<file path="src/rtl/pwm_pkg.sv">
// Shared definitions for the PWM duty ramp sequencer.
//   DUTY_W_DEF  : default width of duty, step and target values
//   DWELL_W_DEF : default width of the dwell (PWM periods per step) count
//   DUTY_MAX    : full-scale duty for the default width
//   state_e     : sequencer states
package pwm_pkg;
  localparam int DUTY_W_DEF  = 8;
  localparam int DWELL_W_DEF = 8;
  localparam int DUTY_MAX    = 2**DUTY_W_DEF - 1;

  typedef enum logic {
    IDLE = 1'b0,
    RAMP = 1'b1
  } state_e;
endpackage

</file>
<file path="src/rtl/duty_step_unit.sv">
// Combinational saturating step of a duty value toward a target.
//   duty_i      : current duty
//   target_i    : duty being approached
//   step_i      : increment per step (0 behaves as 1)
//   next_duty_o : duty after one step, clamped so it never passes the target
//   at_target_o : next_duty_o equals target_i
module duty_step_unit #(
  parameter int W = 8
) (
  input  logic [W-1:0] duty_i,
  input  logic [W-1:0] target_i,
  input  logic [W-1:0] step_i,
  output logic [W-1:0] next_duty_o,
  output logic         at_target_o
);
  // One extra bit so the sum cannot wrap past full scale.
  logic [W:0] eff_step, duty_x, tgt_x, up, dn;

  always_comb begin
    eff_step    = (step_i == '0) ? (W+1)'(1) : {1'b0, step_i};
    duty_x      = {1'b0, duty_i};
    tgt_x       = {1'b0, target_i};
    up          = duty_x + eff_step;
    dn          = duty_x - eff_step;
    next_duty_o = duty_i;
    if (tgt_x > duty_x) begin
      next_duty_o = (up > tgt_x) ? target_i : up[W-1:0];
    end else if (tgt_x < duty_x) begin
      // A step larger than the duty would underflow; that case lands on target.
      if (duty_x < eff_step || dn < tgt_x) next_duty_o = target_i;
      else                                 next_duty_o = dn[W-1:0];
    end
    at_target_o = (next_duty_o == target_i);
  end
endmodule

</file>
<file path="src/rtl/pwm_duty_ramp_ctrl.sv">
// Slews the PWM duty toward the SPI-programmed target by step_size once every
// dwell PWM periods, updating only on period boundaries. With ramp_en low the
// target passes straight through (one-cycle latency).
//   clk, rst_n   : clock, synchronous active-low reset
//   ramp_en      : 1 = ramp toward target, 0 = bypass
//   target_duty  : target duty from the register bank
//   step_size    : duty increment per step (0 behaves as 1)
//   dwell        : PWM periods per step (0 behaves as 1)
//   period_start : one-cycle pulse at PWM counter wrap
//   duty_out     : registered effective duty to the PWM peripheral
//   busy         : ramp in progress
//   done         : one-cycle pulse when a ramp lands on its target
module pwm_duty_ramp_ctrl
  import pwm_pkg::*;
#(
  parameter int DUTY_W  = DUTY_W_DEF,
  parameter int DWELL_W = DWELL_W_DEF
) (
  input  logic               clk,
  input  logic               rst_n,
  input  logic               ramp_en,
  input  logic [DUTY_W-1:0]  target_duty,
  input  logic [DUTY_W-1:0]  step_size,
  input  logic [DWELL_W-1:0] dwell,
  input  logic               period_start,
  output logic [DUTY_W-1:0]  duty_out,
  output logic               busy,
  output logic               done
);
  state_e             state_q, state_d;
  logic [DUTY_W-1:0]  duty_q, duty_d;
  logic [DWELL_W-1:0] cnt_q, cnt_d;
  logic               busy_q, busy_d, done_q, done_d;

  logic [DUTY_W-1:0]  next_duty;
  logic               at_target;
  logic [DWELL_W-1:0] eff_dwell;
  logic [DWELL_W:0]   cnt_inc;
  logic               dwell_hit;

  duty_step_unit #(.W(DUTY_W)) u_step (
    .duty_i      (duty_q),
    .target_i    (target_duty),
    .step_i      (step_size),
    .next_duty_o (next_duty),
    .at_target_o (at_target)
  );

  assign eff_dwell = (dwell == '0) ? DWELL_W'(1) : dwell;
  assign cnt_inc   = {1'b0, cnt_q} + (DWELL_W+1)'(1);
  // >= rather than == so a dwell lowered mid-ramp still releases a step.
  assign dwell_hit = (cnt_inc >= {1'b0, eff_dwell});

  always_comb begin
    state_d = state_q;
    duty_d  = duty_q;
    cnt_d   = cnt_q;
    done_d  = 1'b0;
    unique case (state_q)
      IDLE: begin
        if (!ramp_en) begin
          duty_d = target_duty;
        end else if (duty_q != target_duty) begin
          state_d = RAMP;
          cnt_d   = '0;
        end
      end
      RAMP: begin
        if (!ramp_en) begin
          duty_d  = target_duty;
          state_d = IDLE;
        end else if (duty_q == target_duty) begin
          // Target moved onto the current duty: finish without a period edge.
          state_d = IDLE;
          done_d  = 1'b1;
        end else if (period_start) begin
          if (dwell_hit) begin
            duty_d = next_duty;
            cnt_d  = '0;
            if (at_target) begin
              state_d = IDLE;
              done_d  = 1'b1;
            end
          end else begin
            cnt_d = cnt_inc[DWELL_W-1:0];
          end
        end
      end
      default: state_d = IDLE;
    endcase
    busy_d = (state_d == RAMP);
  end

  always_ff @(posedge clk) begin
    if (!rst_n) begin
      state_q <= IDLE;
      duty_q  <= '0;
      cnt_q   <= '0;
      busy_q  <= 1'b0;
      done_q  <= 1'b0;
    end else begin
      state_q <= state_d;
      duty_q  <= duty_d;
      cnt_q   <= cnt_d;
      busy_q  <= busy_d;
      done_q  <= done_d;
    end
  end

  assign duty_out = duty_q;
  assign busy     = busy_q;
  assign done     = done_q;
endmodule

</file>
<file path="config.mk">
export PLATFORM = sky130hd
export DESIGN_NAME = pwm_duty_ramp_ctrl
export DESIGN_NICKNAME = d
export VERILOG_FILES = /design/src/rtl/pwm_pkg.sv /design/src/rtl/duty_step_unit.sv /design/src/rtl/pwm_duty_ramp_ctrl.sv
export SDC_FILE = /design/constraint.sdc
export NUM_CORES = 1
export LEC_CHECK = 0
export ABC_CLOCK_PERIOD_IN_PS = 13500
export BUFFER_PORTS_ARGS = -buffer_cell sky130_fd_sc_hd__buf_2
export CORE_MARGIN = 1
export CORE_UTILIZATION = 55
export CTS_BUF_LIST = sky130_fd_sc_hd__clkbuf_16
export DETAILED_ROUTE_END_ITERATION = 6
export PLACE_DENSITY = 0.81
export SETUP_SLACK_MARGIN = 0.5
export SLEW_MARGIN = 40
export SYNTH_ARGS = -nofsm -noshare
export SYNTH_HDL_FRONTEND = slang
export SYNTH_SLANG_ARGS = --single-unit
</file>
<file path="constraint.sdc">
create_clock -name clk -period 13.5 [get_ports clk]
set_clock_uncertainty 0.15 [all_clocks]
set_input_delay 2.7 -clock clk [delete_from_list [all_inputs] [get_ports clk]]
set_output_delay 2.7 -clock clk [all_outputs]
set_load 0.01 [all_outputs]
</file>
==> results of run 1 <==
-- kinds of logic after synthesis --
kind of cell / synth area share, %
adder cells (fa/ha/maj): 22.2
AO/OA/AOI/OAI: 28.9
multiplexers: 1.13
buffers and inverters: 7.33
flip-flops: 12.5
XOR/XNOR: 11.5
AND/OR/NAND/NOR: 16.5
-- where the power goes --
group / switching (mW) / internal [mW] / leakage [nW]
combinational: 0.0827 / 0.0612 / 1.32
sequential: 0.00504 / 0.0554 / 0.147
clock: 0.0219 / 0.0395 / 0.0385
total: 0.110 / 0.156 / 1.51
-- how the worst min path moves through the flow --
stage,cells past startpoint,to,slack [ps]
floorplan,2,cnt_q[4]$_SDFFE_PN0P_,320
global placement,2,cnt_q[4]$_SDFFE_PN0P_,340
detailed placement,2,cnt_q[4]$_SDFFE_PN0P_,350
CTS,2,cnt_q[4]$_SDFFE_PN0P_,360
global route,2,cnt_q[4]$_SDFFE_PN0P_,390
finish,2,cnt_q[4]$_SDFFE_PN0P_,360
-- registers in the layout (all words and copies together), names as in the netlist --
name,count
done,1
busy,1
cnt_q,8
duty_out,8
-- cell type report --
| type | instances | area (um2) |
|---|---|---|
| repair buffers | 37 | 185 |
| well taps | 70 | 87.6 |
| clock inverters | 1 | 3.75 |
| inverters | 40 | 150 |
| flip-flops and latches | 18 | 360 |
| clock buffers | 3 | 75.1 |
| fillers | 467 | 1890 |
| multi-input cells | 289 | 2320 |
-- Yosys cell counts (4+ instances only) --
cell      instances
nand3_1           9
ha_1             48
xor2_1           13
nor2b_1           4
dfxtp_1          18
nor4_1            4
a21o_1            6
inv_1            37
a211oi_1          4
o21ai_0          12
a21oi_1          21
nand2_1          21
xnor2_1          23
a31oi_1          10
a221oi_1          6
nand4_1           6
nand2b_1          6
and3_1            6
buf_2             4
o21ai_1           4
nor2_1           15
clkbuf_1         11
-- worst max-delay path: stages --
cell and delay, ps:
buf_2 130, nor4_1 310, a41o_1 250, ha_1 210, fa_1 300, nand2b_4 80
a2bb2oi_4 180, a21oi_1 90, o21bai_1 260, xnor2_1 150, ha_1 220, or3_1 400
o32a_1 410, nor3_2 460, a222oi_1 200, o221a_1 250, a211oi_1 200
-- routing by layer --
metal	GRT usage, %	up-vias	routed length, um
met4	5.66	0	120
li1	-	1393	-
met2	45.6	136	3390
met1	42.5	1311	3510
met3	5.28	14	663
met5	0	-	0
-- stage by stage --
stage / power (mW) / worst slack, ps / util [%]
after floorplan: 0.168 / 7130 / -
after global placement: 0.200 / 6580 / 61.0
after detailed placement: 0.202 / 6530 / 61.0
after CTS: 0.263 / 6780 / 62.6
after global routing: 0.284 / 6470 / 62.7
final: 0.266 / 6710 / 62.7
==> summary.txt, run 1 <==
Floorplan
  – Die X: 74.4 um
  – DIE AREA: 5540 um2
  – # rows: 26
  – Die Ht: 74.4 um
  – Core Area: 5070 um2
  – Starting Density: 56.9%
  – IO Pins: 38

Yosys
  – Synth Warn #: 0
  – Post-synth EDFFs: 0
  – Main flop type after synthesis: dfxtp_1
  – Synth cell types: 67
  – Syn_area_per_cell: 7.97 um2
  – Top post-synthesis cells by area: ha_1, dfxtp_1, xnor2_1
  – Register bit total from synthesis: 18
  – Post-Syn Nets: 440
  – Post-synthesis cell count: 362
  – Area share of the leading cell type in the synthesized netlist: 20.8%
  – Mapped Area: 2890 um2
  – Sequential share of the synthesized area: 12.5%
  – Post-synthesis async set-or-reset flop share: 0%
  – Post-synth top area cell: ha_1

Drt
  – # DRC: 0
  – Vias per std cell: 6.23
  – Via count: 2854
  – DR iter-0 viols: 278
  – First-pass DRT Iterations: 5
  – WL/cell: 16.8 um
  – Routed Antenna Nets: 0
  – WL final: 7.68 mm

Min path
  – Hold Startpoint: cnt_q[4]$_SDFFE_PN0P_
  – Hold Crit Class: reg2reg

Placement
  – GPL Wtd Cong: 1.04
  – Dpl cells: 454
  – Area after DPL: 3100 um2
  – I/O Buffers: 37
  – Final HPWL DP: 6.36 mm

Timing
  – Slew headroom: 56.6%
  – Final setup viols: 0
  – Setup TNS: 0 ps
  – Final hold slack: 359 ps
  – Achievable frequency: 147 MHz
  – RSZ-0062 raised after global routing: false
  – Final hold viol count: 0
  – Slew @ Worst Pin: 647 ps
  – Final worst-path cycle share: 50.3%
  – Final min period: 6790 ps
  – Slew Viols, Final: 0

Final layout
  – Area delta synth->final: 10.3%
  – Final Instance Area: 3180 um2
  – Finished Layout Cells: 458
  – Commonest non-fill, non-tap cell in the layout: ha_1
  – Commonest non-fill, non-tap cells in the layout: ha_1, inv_1, buf_2
  – Layout cells sized above 1: 15.2%
  – Nets: 467
  – ANT cells: 0

Setup path
  – Cells on worst reg2reg path: 14
  – Critical path endpoint category: register
  – Reg-to-reg critical path startpoint: duty_out[0]$_SDFFE_PN0P_
  – Worst path required time: 13520 ps
  – CP Launch Point: step_size[1]
  – Crit Reg-Reg Endpoint: duty_out[7]$_SDFFE_PN0P_
  – Critical path capture point: duty_out[7]$_SDFFE_PN0P_
  – Arrival @ worst endpoint: 6810 ps
  – Critical path class: in2reg
  – Crit path launch type: primary input
  – FF-to-FF setup slack: 9320 ps
  – Crit Path Max Fanout: 6

Pwr
  – Leakage power: 1.51 nW
  – VDD IR-drop max: 0.0622 mV
  – Pwr dens: 83.5 nW/um2

CTS
  – Root buffer cell: clkbuf_16
  – Longest Clk Path Bufs: 2
  – CTS tree: done
  – PostCTS Resize Cnt: 0
  – Clk slew on worst S/H paths: 60 ps
  – Latest clock arrival within the worst-skew pair: 250 ps
  – Total CTS buffers: 3
  – Post-CTS Setup Repair Bufs: 0
  – H-tree depth: 1
  – # clock sinks: 18
  – Hold Buf Count CTS: 0

Global routing
  – First-pass GRT wire length: 12.5 mm
  – Initial antenna violation count: 0
  – Remaining global-route overflow: 0
  – Overall Global Routing Usage: 29.4%
  – Vias in the first global route: 2530
  – Largest net degree at the start of global routing: 13

Job
  – Max_cap viols: 0

Run status
  – Outcome: finished clean
Note: power is estimated with default switching activity, not from simulation.
==> run 2, diff against run 1 <==
--- a/config.mk
+++ b/config.mk
@@ -5,13 +5,13 @@
 export SDC_FILE = /design/constraint.sdc
 export NUM_CORES = 1
 export LEC_CHECK = 0
-export ABC_CLOCK_PERIOD_IN_PS = 13500
+export ABC_CLOCK_PERIOD_IN_PS = 5500
 export BUFFER_PORTS_ARGS = -buffer_cell sky130_fd_sc_hd__buf_2
 export CORE_MARGIN = 1
-export CORE_UTILIZATION = 55
+export CORE_UTILIZATION = 54
 export CTS_BUF_LIST = sky130_fd_sc_hd__clkbuf_16
 export DETAILED_ROUTE_END_ITERATION = 6
-export PLACE_DENSITY = 0.81
+export PLACE_DENSITY = 0.82
 export SETUP_SLACK_MARGIN = 0.5
 export SLEW_MARGIN = 40
 export SYNTH_ARGS = -nofsm -noshare
==> constraint.sdc (replaced) <==
create_clock -name clk -period 5.5 [get_ports clk]
set_clock_uncertainty 0.15 [all_clocks]
set_input_delay 1.1 -clock clk [delete_from_list [all_inputs] [get_ports clk]]
set_output_delay 1.1 -clock clk [all_outputs]
set_load 0.01 [all_outputs]
==> run 2 against run 1 <==
  * Critical path depth is 2 higher
  * Register-to-register slack worse by 7800 ps
  * Clock power is 140% higher
  * Hold slack better by 1.5 ps
  * Design area is 3.0% higher
  * Critical path type unchanged
  * Largest power group unchanged
  * Highest routed layer unchanged
==> summary.txt, run 2 (synthesized netlist as in run 1, its figures left out) <==
Run status
  – Outcome: finished clean

CTS
  – Root buffer cell: clkbuf_16
  – Latest clock arrival within the worst-skew pair: 250 ps (about the same)
  – Hold Buf Count CTS: 0 (unchanged)
  – Longest Clk Path Bufs: 2 (unchanged)
  – H-tree depth: 1 (unchanged)
  – Total CTS buffers: 3 (unchanged)
  – CTS tree: done
  – # clock sinks: 18 (unchanged)
  – Clk slew on worst S/H paths: 60 ps (about the same)

Floorplan
  – IO Pins: 38 (unchanged)
  – Die Ht: 75.1 um (+0.89%)
  – Core Area: 5140 um2 (+1.3%)
  – # rows: 26 (unchanged)
  – Die X: 75.1 um (+0.89%)
  – DIE AREA: 5640 um2 (+1.8%)
  – Starting Density: 56.2% (-0.72 points)

Global routing
  – Vias in the first global route: 2582 (+2.1%)
  – First-pass GRT wire length: 12.6 mm (+0.61%)
  – Overall Global Routing Usage: 29.3% (-0.079 points)
  – Largest net degree at the start of global routing: 13 (unchanged)
  – Initial antenna violation count: 0 (unchanged)
  – Remaining global-route overflow: 0 (unchanged)

Final layout
  – ANT cells: 0 (unchanged)
  – Commonest non-fill, non-tap cells in the layout: ha_1, inv_1, buf_2
  – Post-layout util: 63.8% (+1.1 points)
  – Area delta synth->final: 13.6%
  – Filler cell count: 465 (-0.43%)
  – Commonest non-fill, non-tap cell in the layout: ha_1
  – Layout cells sized above 1: 19.1% (+3.9 points)
  – Nets: 471 (+0.86%)

Setup path
  – Critical path class: in2reg
  – Buf/Inv on CP: 2 (+1)
  – CP max-delay cell: fa_2
  – Crit path launch type: primary input
  – Delay of the slowest critical-path stage: 360 ps (-100 ps)
  – Arrival @ worst endpoint: 4860 ps (-1950 ps)
  – Cell mode on critical path: a21oi_2
  – Worst path required time: 5470 ps (-8050 ps)
  – Critical path endpoint category: register
  – Worst path cell trace: buf_2 > nor4_2 > a41o_1 > ha_2 > inv_1 > fa_2 > a21oi_2 > o31ai_2 > a21oi_2 > xnor2_2 > ha_1 > a21o_1 > a21oi_1 > o21ai_1 > o22a_2 > mux2_1 > a222oi_1 > o221a_1 > a211oi_1
  – Crit Path Max Fanout: 5 (-1)
  – Delay-heaviest family, CP: compound AO/OA/AOI/OAI gates

Timing
  – Slew @ Worst Pin: 735 ps (+88.1 ps)
  – Setup TNS: 0 ps (unchanged)
  – Final worst-path cycle share: 88.8%
  – RSZ-0062 raised after global routing: true
  – Final min period: 4880 ps
  – Achievable frequency: 205 MHz
  – Slew headroom: 50.7% (-5.9 points)
  – Final hold slack: 360 ps (+1.49 ps)
  – Final hold viol count: 0 (unchanged)
  – Final setup viols: 0 (unchanged)
  – Slew Viols, Final: 0 (unchanged)

Drt
  – Routed Antenna Nets: 0 (unchanged)
  – Via count: 2863 (+0.32%)
  – First-pass DRT Iterations: 5 (unchanged)
  – Vias per std cell: 6.20 (-0.55%)
  – # DRC: 0 (unchanged)
  – DR iter-0 viols: 264 (-5.0%)
  – WL/cell: 17.1 um (+2.0%)
  – WL final: 7.90 mm (+2.9%)

Job
  – Max_cap viols: 0 (unchanged)

Pwr
  – Power share of the combinational group: 55.7% (+1.5 points)
  – Net Sw Power: 0.278 mW (+150%)
  – Pwr dens: 206 nW/um2 (+150%)
  – Clock power share: 22.3% (-0.8 points)
  – Internal power: 0.396 mW (+150%)
  – Sw Share: 41.2% (-0.055 points)
  – Leakage power: 1.54 nW (+2.1%)
  – Seq pwr share: 22.0% (-0.7 points)
  – VDD IR-drop max: 0.106 mV (+71%)

Placement
  – I/O Buffers: 37 (unchanged)
  – GPL Wtd Cong: 0.997 (-4.3%)
  – Final HPWL DP: 6.40 mm (+0.59%)

Min path
  – Hold Crit Class: reg2reg
## run 2: cell types whose count changed in the layout (fill, tap and decap cells not counted), sizes merged
| cell | delta |
|---|---|
| buf | +4 |
## run 2: final cells by class
class                           instances  area [um2]  share of cell area [%]
Multi-Input combinational cell        289        2390                    72.8
Sequential cell                        18         360                    11.0
Timing Repair Buffer                   41         215                    6.56
Inverter                               40         150                    4.58
Tap cell                               70        87.6                    2.67
Clock buffer                            3        75.1                    2.29
Clock inverter                          1        3.75                   0.114
## run 2: path summary, 6_finish.rpt
| check | from | to | slack (ps) | depth (start not counted) |
|---|---|---|---|---|
| worst max-delay path | step_size[3] | duty_out[7]$_SDFFE_PN0P_ | 620 | 19 |
| worst min-delay path | cnt_q[4]$_SDFFE_PN0P_ | cnt_q[4]$_SDFFE_PN0P_ | 360 | 2 |
| worst max register to register | duty_out[2]$_SDFFE_PN0P_ | duty_out[7]$_SDFFE_PN0P_ | 1570 | 14 |
| worst min register to register | cnt_q[4]$_SDFFE_PN0P_ | cnt_q[4]$_SDFFE_PN0P_ | 360 | 2 |
## run 2: power by group through the flow
stage / logic (mW) / registers [mW] / clock network, mW
2_1_floorplan: 0.262 / 0.149 / 0
3_3_place_gp: 0.344 / 0.150 / 0
3_5_place_dp: 0.346 / 0.150 / 0
4_1_cts: 0.352 / 0.148 / 0.153
5_1_grt: 0.412 / 0.149 / 0.158
6_report: 0.376 / 0.148 / 0.150
## run 2: timing repair
item / CTS / global route
hold endpoints to repair: 0 / 0
buffers inserted: 0 / 3
resized for setup: 2 / 12
endpoints found under the setup margin: 4 / 9
gates cloned: 0 / 0
pin swaps: 0 / 11
## run 2: through the flow
stage | std cells | setup slack, ps | cell area (um2) | total power [mW]
detailed placement | 455 | 207 | 3110 | 0.496
CTS | 459 | 506 | 3200 | 0.654
global route | 462 | 458 | 3280 | 0.720
global placement | 455 | 306 | 3110 | 0.494
finish | 462 | 616 | 3280 | 0.674
floorplan | 362 | 729 | 2890 | 0.411
## run 2: routing by layer
| metal | GRT usage [%] | wire [um] |
|---|---|---|
| met3 | 5.09 | 536 |
| met1 | 42.9 | 3820 |
| met5 | 0 | 0 |
| met2 | 45.1 | 3450 |
| met4 | 5.45 | 99 |
## run 2: tightest hold or removal path: cells and delay by family (launching register included)
family,cells,cell delay [ps]
AND/OR/NAND/NOR,1,70
AO/OA/AOI/OAI,1,50
flip-flops,1,340
